### src/rtl/mmss_countdown_timer_pkg.sv
// mmss_countdown_timer_pkg: shared states, digit widths/moduli and preset clamp helpers
package mmss_countdown_timer_pkg;
  localparam int UNITS_MOD = 10;
  localparam int TENS_MOD = 6;
  localparam int XU = 4;
  localparam int XT = 3;
  typedef enum logic [1:0] {IDLE, RUN, PAUSE, EXPIRED} state_t;
  typedef struct packed {
    logic [XT-1:0] mt;
    logic [XU-1:0] mu;
    logic [XT-1:0] st;
    logic [XU-1:0] su;
  } mmss_t;
  function automatic logic [XU-1:0] clamp_u(input logic [XU-1:0] v);
    return (int'(v) >= UNITS_MOD) ? XU'(UNITS_MOD - 1) : v;
  endfunction
  function automatic logic [XT-1:0] clamp_t(input logic [XT-1:0] v);
    return (int'(v) >= TENS_MOD) ? XT'(TENS_MOD - 1) : v;
  endfunction
endpackage

### src/rtl/mmss_countdown_timer_down_digit.sv
// mmss_countdown_timer_down_digit: loadable BCD down-counter digit with borrow out
module mmss_countdown_timer_down_digit #(
  parameter int X = 4,
  parameter int N = 10
) (
  input  logic         clk,
  input  logic         reset,
  input  logic         ld,
  input  logic [X-1:0] ld_val,
  input  logic         en,
  output logic [X-1:0] count,
  output logic         borrow
);
  logic [X-1:0] count_q, count_d;
  // load wins over decrement; zero wraps to N-1 only when enabled
  always_comb count_d = ld ? ld_val : en ? ((count_q == '0) ? X'(N - 1) : count_q - X'(1)) : count_q;
  // digit register
  always_ff @(posedge clk or posedge reset)
    if (reset) count_q <= '0;
    else count_q <= count_d;
  assign count = count_q;
  assign borrow = en & (count_q == '0);
endmodule

### src/rtl/mmss_countdown_timer.sv
// mmss_countdown_timer: loadable MM:SS countdown timer; define AUTO_RELOAD_EN for periodic reload from preset
module mmss_countdown_timer
  import mmss_countdown_timer_pkg::*;
(
  input  logic          clk,
  input  logic          reset,
  input  logic          tick,
  input  logic          load,
  input  logic [XT-1:0] preset_mt,
  input  logic [XU-1:0] preset_mu,
  input  logic [XT-1:0] preset_st,
  input  logic [XU-1:0] preset_su,
  input  logic          start,
  input  logic          pause,
  output logic [XT-1:0] cnt_mt,
  output logic [XU-1:0] cnt_mu,
  output logic [XT-1:0] cnt_st,
  output logic [XU-1:0] cnt_su,
  output logic          running,
  output logic          done,
  output logic          expired
);
  state_t state_q, state_d;
  mmss_t preset_q, lv, nv, cnt;
  logic running_q, running_d, done_q, done_d, expired_q, expired_d;
  logic tick_run, cnt_zero, at_one, term, ld;
  logic [3:0] brw;
  assign lv = '{mt: clamp_t(preset_mt), mu: clamp_u(preset_mu), st: clamp_t(preset_st), su: clamp_u(preset_su)};
  assign cnt = '{mt: cnt_mt, mu: cnt_mu, st: cnt_st, su: cnt_su};
  // a borrow out of the minute-tens digit means a tick arrived at 00:00, which reloads instead of underflowing
  always_comb begin
    tick_run = state_q == RUN && tick && !load && !pause;
    cnt_zero = cnt == '0;
    at_one = cnt == mmss_t'(1);
    ld = load || brw[3];
    nv = load ? lv : preset_q;
`ifdef AUTO_RELOAD_EN
    term = brw[3] && preset_q == '0;
`else
    term = at_one || brw[3];
`endif
    state_d = load ? IDLE :
              (state_q == IDLE && start && !cnt_zero) ? RUN :
              (state_q == RUN && pause) ? PAUSE :
              (state_q == RUN && tick && term) ? EXPIRED :
              (state_q == PAUSE && start) ? RUN : state_q;
    done_d = tick_run && at_one;
    running_d = state_d == RUN;
    expired_d = state_d == EXPIRED;
  end
  // FSM state, preset register and registered status outputs
  always_ff @(posedge clk or posedge reset)
    if (reset) begin
      state_q <= IDLE;
      preset_q <= '0;
      running_q <= 1'b0;
      done_q <= 1'b0;
      expired_q <= 1'b0;
    end else begin
      state_q <= state_d;
      preset_q <= nv;
      running_q <= running_d;
      done_q <= done_d;
      expired_q <= expired_d;
    end
  assign running = running_q;
  assign done = done_q;
  assign expired = expired_q;
  mmss_countdown_timer_down_digit #(.X(XU), .N(UNITS_MOD)) u_su (.clk(clk), .reset(reset), .ld(ld), .ld_val(nv.su), .en(tick_run), .count(cnt_su), .borrow(brw[0]));
  mmss_countdown_timer_down_digit #(.X(XT), .N(TENS_MOD)) u_st (.clk(clk), .reset(reset), .ld(ld), .ld_val(nv.st), .en(brw[0]), .count(cnt_st), .borrow(brw[1]));
  mmss_countdown_timer_down_digit #(.X(XU), .N(UNITS_MOD)) u_mu (.clk(clk), .reset(reset), .ld(ld), .ld_val(nv.mu), .en(brw[1]), .count(cnt_mu), .borrow(brw[2]));
  mmss_countdown_timer_down_digit #(.X(XT), .N(TENS_MOD)) u_mt (.clk(clk), .reset(reset), .ld(ld), .ld_val(nv.mt), .en(brw[2]), .count(cnt_mt), .borrow(brw[3]));
endmodule

### config.mk
export PLATFORM = sky130hd
export DESIGN_NAME = mmss_countdown_timer
export DESIGN_NICKNAME = d
export VERILOG_FILES = /design/src/rtl/mmss_countdown_timer_pkg.sv /design/src/rtl/mmss_countdown_timer_down_digit.sv /design/src/rtl/mmss_countdown_timer.sv
export SDC_FILE = /design/constraint.sdc
export NUM_CORES = 1
export LEC_CHECK = 0
export ABC_CLOCK_PERIOD_IN_PS = 2200
export BUFFER_PORTS_ARGS = -buffer_cell sky130_fd_sc_hd__buf_2
export CAP_MARGIN = 20
export CELL_PAD_IN_SITES_DETAIL_PLACEMENT = 1
export CELL_PAD_IN_SITES_GLOBAL_PLACEMENT = 1
export CORE_MARGIN = 3
export CORE_UTILIZATION = 40
export CTS_CLUSTER_DIAMETER = 200
export DETAILED_ROUTE_END_ITERATION = 10
export PLACE_DENSITY = 0.86
export SLEW_MARGIN = 20
export SYNTH_ARGS = -nofsm -noshare
export SYNTH_HDL_FRONTEND = slang
export SYNTH_SLANG_ARGS = --single-unit
export TNS_END_PERCENT = 50
### constraint.sdc
create_clock -name clk -period 2.2 [get_ports clk]
set_input_delay 0 -clock clk [delete_from_list [all_inputs] [get_ports clk]]
set_output_delay 0 -clock clk [all_outputs]
set_load 0.1 [all_outputs]
# Word level (Yosys, flattened, before mapping)
# Cells that the tools add are included.
totals:
  in_bits: 20
  ff_bits: 33
classes:
  mux: 22
  n_bitwise: 4
  n_addsub: 4
  n_reduce_logical: 24
  order_cmp: 4
  eq_ne: 5
op_table:
  columns: ["cell", "count"]
  rows:
  - ["$mux W4", 8]
  - ["$mux W3", 8]
  - ["$eq A14 B1 Y1 const B", 1]
  - ["$logic_not A14 Y1", 1]
  - ["$mux W14", 1]
  - ["$mux W2", 5]
  - ["$logic_and A1 B1 Y1", 9]
  - ["$ge A4 B4 Y1 const B", 2]
  - ["$logic_not A4 Y1", 2]
  - ["$reduce_bool A2 Y1", 4]
  - ["$sub A4 B1 Y4 const B", 2]
  - ["$ge A3 B3 Y1 const B", 2]
  - ["$logic_not A3 Y1", 2]
  - ["$sub A3 B1 Y3 const B", 2]
  - ["$and A1 B1 Y1", 4]
  - ["$eq A2 B1 Y1 const B", 2]
  - ["$eq A2 B2 Y1 const B", 2]
  - ["$logic_not A1 Y1", 3]
  - ["$logic_not A2 Y1", 1]
  - ["$logic_or A1 B1 Y1", 2]

# Depth between registers and ports, before layout
logic_depth:
  depth_word: 15
  mapped_depth: 8
  depth_no_buf: 6

# By module
# From an unflattened synthesis, not the netlist that was laid out.
hier_totals:
  cells_unflattened: 175
  hier_area_um2: 1732.9
by_module_without_submodules:
  columns: ["mod", "n_inst", "cells_each", "area_each_um2", "seq_area_each_um2"]
  rows:
  - ["mmss_countdown_timer", 1, 87, 907.1, 475.5]
  - ["mmss_countdown_timer_down_digit at u_mu ...", 2, 23, 239.0, 100.1]
  - ["mmss_countdown_timer_down_digit at u_mt ...", 2, 21, 173.9, 75.1]

# Worst setup path before layout
# OpenSTA, ideal clock, no wires.
synth_timing:
  path_type: "register to register"
  startpoint: "register u_st.count_q[1] (netlist: u_st.count[1])"
  endpoint: "register u_mt.count_q[1] (netlist: u_mt.count[1])"
  path_stages_with_launch: 6
  arrival_ps: 2315
  path_slack_ps: -253
  path_buffers: 0
  required_ps: 2062
  path_cell_list: "dfrtp_1 > or4_4 > or4_4 > nor2_4 > mux2i_1 > a22oi_2"
synth_between:
  elab_chain_cells: 6
  elab_cells_between_ends: 7
  cone_classes: "mux (1); bitwise (3); reduce/logical (3)"
synth_rtl:
  columns: ["element", "line_no", "source"]
  rows:
  - ["start, declared", "mmss_countdown_timer_down_digit.sv:14", "logic [X-1:0] count_q, count_d;"]
  - ["start signal, assigned", "mmss_countdown_timer_down_digit.sv:20", "else count_q <= count_d;"]
  - ["$logic_not A3 Y1 (*)", "mmss_countdown_timer_down_digit.sv:22", "assign borrow = en & (count_q == '0);"]
  - ["$and A1 B1 Y1 (*) (2 in series)", "mmss_countdown_timer_down_digit.sv:22", null]
  - ["$and A1 B1 Y1", "mmss_countdown_timer_down_digit.sv:22", null]
  - ["$logic_or A1 B1 Y1", "mmss_countdown_timer.sv:35", "ld = load || brw[3];"]
  - ["$mux W3 or $reduce_bool A2 Y1 (tied branches)", null, null]
  - ["end signal, assigned", "mmss_countdown_timer_down_digit.sv:20", null]
  - ["end, declared", "mmss_countdown_timer_down_digit.sv:14", null]
# Mark *: on every way between the ends. The rest lies on a longest branch, timed or not.
# A chain may end at the register's enable or synchronous reset.

# Worst setup path in the final report
# Same ends and word-level chain as after synthesis.

==> impl_metrics.ini <==
[run_status]
status = complete, no violations

[floorplan]
fp.dieArea_um2 = 4950
fp.dieH_um = 70.4
initial_core_util = 0.433
io_pins = 37
num_rows = 22
coreArea_um2 = 3830
die_x_um = 70.4

[power]
ir_drop_mv = 0.408
p_leak_nw = 0.963
power.density_nw_per_um2 = 773
total_power_w = 0.00165

[yosys]
synth-seq-area-share = 0.498
synth_most_common_cell = dfrtp_1
async_reset_ff_frac = 1.00
syn_area_um2 = 1660
synth_area_leaders = dfrtp_1 50%, a21oi_1 4.8%, nor2_1 4.8%, mux2_2 3.4%, nand2_1 2.9%
ys_types = 47
synth.avg_cell_area_um2 = 9.69
synth_common_cells = 33 x dfrtp_1, 21 x nor2_1, 16 x a21oi_1
synthDominantCellAreaShare = 0.498
syn_inst = 171
synth_edf_count = 0
ys_ff_latch = 33
synth_nets = 192
yosys.area.top_type = dfrtp_1
yosysWarnings = 0
synth_ff_type = dfrtp_1

[setup_path]
crit_top_cell = or4_4
path_cells = or4_4, or4_4, nor2_4, mux2i_1, a22oi_2
worst_path_max_delay_cell = or4_4
required_ps = 2370
cp-end-kind = flip-flop
critPathLaunchType = flip-flop
max_stage_delay_ps = 580
crit_type = flip-flop to flip-flop
cp.arrival_ps = 2210
crit_path_max_fanout = 5

[drt]
drc = 0
first_iter_violations = 122
vias = 1494
drt_first_pass_iters = 4
wirelength_um = 4370
detail-route-antenna-nets = 0
vias_per_cell = 5.43
wire_per_inst_um = 15.9

[cts]
cts_tree = yes
root_buffer = clkbuf_8
cts_htree_levels = 2
clk_pin_slew_ps = 60
clock_sinks = 33
clockBufferDepth = 2
post_cts_buffers = 0
cts_made_buffers = 5
clock_latency_ps = 290

[timing]
post-route-period-util = 0.927
hold_viol = 0
worst_pin_slew_ps = 495
rsz0062_at_grt = false
slew_headroom = 0.672
fmax_mhz = 490
slew_viol_final = 0
fin_skew_ps = 6.95
min_period_ps = 2040
final-setup-viol-count = 0

[layout]
final_nets = 247
syn_to_final_growth_pct = 28.9
nFillCells = 459
antenna_cells = 0
instances_no_fill = 275
final_layout_size_suffix_gt1_frac = 0.317

[grt]
grt_usage = 0.193
grt_overflow = 0
grt_max_degree = 34
grt_pass1_vias = 1606
grt_pass1_wl_um = 7430
antenna_found_initial = 0

[min_path]
hold_path_class = input port to flip-flop

[place]
dpl.hpwl_um = 3270
portBuffers = 36
gp_congestion = 0.813
post-place-cells = 256

[flow_run]
max_cap_violations = 0
==> path summary, 6_finish.rpt <==
check | slack, ps | end | start | depth (start not counted)
max | 160 | u_mt.count[1]$_DFFE_PP0P_ | u_st.count[1]$_DFFE_PP0P_ | 5
min | 40 | u_mt.count[1]$_DFFE_PP0P_ | preset_mt[1] | 3
max reg2reg | 160 | u_mt.count[1]$_DFFE_PP0P_ | u_st.count[1]$_DFFE_PP0P_ | 5
min reg2reg | 480 | preset_q[5]$_DFF_PP0_ | preset_q[5]$_DFF_PP0_ | 2
max in group asynchronous | 1530 | u_su.count[1]$_DFFE_PP0P_ | reset | 4
min in group asynchronous | 340 | preset_q[8]$_DFF_PP0_ | reset | 4
==> layer usage <==
metal,routed length [um],global-route usage,part of all wire
met1,1950,0.238,0.45
met2,2150,0.319,0.49
met3,185,0.0489,0.042
met4,78,0.0766,0.018
met5,0,0,0
==> area by class of cell <==
cell class	instances	area (um^2)	area share
Clock buffer	8	90.1	0.0422
Inverter	13	48.8	0.0229
Multi-Input combinational cell	119	758	0.355
Sequential cell	33	835	0.391
Tap cell	48	60.1	0.0281
Timing Repair Buffer	54	343	0.161
==> cell usage in the layout (no fill, tap or decap), types with 3 or more instances in the layout <==
master,count
a21oi_1,16
nor3_1,3
nor2_1,21
dfrtp_2,7
buf_4,7
mux2_2,5
a31oi_1,4
o21ai_0,7
nand3_1,5
clkbuf_8,6
dfrtp_1,26
nand2_1,13
o211ai_1,4
buf_2,36
inv_1,12
dlygate4sd3_1,11
==> worst max-delay path: cells and delay by family, from the launching register on <==
family,cells,cell delay (ps)
flip-flops,1,420
AO/OA/AOI/OAI,1,60
AND/OR/NAND/NOR,3,1220
multiplexers,1,230
==> sequential cells by signal, indices dropped and copies added (netlist names) <==
signal / flops
u_mt.count: 3
state_q: 2
running: 1
preset_q: 14
expired: 1
u_su.count: 4
u_st.count: 3
done: 1
u_mu.count: 4
==> power breakdown <==
part	switching [W]	total (W)	internal, W
Sequential	0.0000565	0.000721	0.000664
Clock	0.000211	0.000466	0.000255
Combinational	0.000347	0.000464	0.000116
Total	0.000615	0.00165	0.00104
==> per-stage QoR <==
stage               TNS, ps  setup slack [ps]  utilization  hold slack, ps  instance area (um^2)
floorplan             -66.5             -40.1            -             128                  1670
global placement          0               189        0.506             104                  1930
detailed placement        0               166        0.506             127                  1930
CTS                       0               157        0.558            34.3                  2130
global route              0              34.5        0.558            62.3                  2130
finish                    0               160        0.558            37.8                  2130
==> cells by family after synthesis <==
kind of cell             Yosys count  synth area share
AND/OR/NAND/NOR                   62             0.208
AO/OA/AOI/OAI                     46             0.181
flip-flops                        33             0.498
buffers and inverters             19            0.0438
multiplexers                       6            0.0400
XOR/XNOR                           4            0.0212
adder cells (fa/ha/maj)            1           0.00755
==> what timing repair did <==
item | CTS | global route
endpoints found under the hold margin | 43 | 0
gates resized for setup | 0 | 0
hold buffers | 11 | 0
No activity file was read; power rests on OpenSTA's default activity.
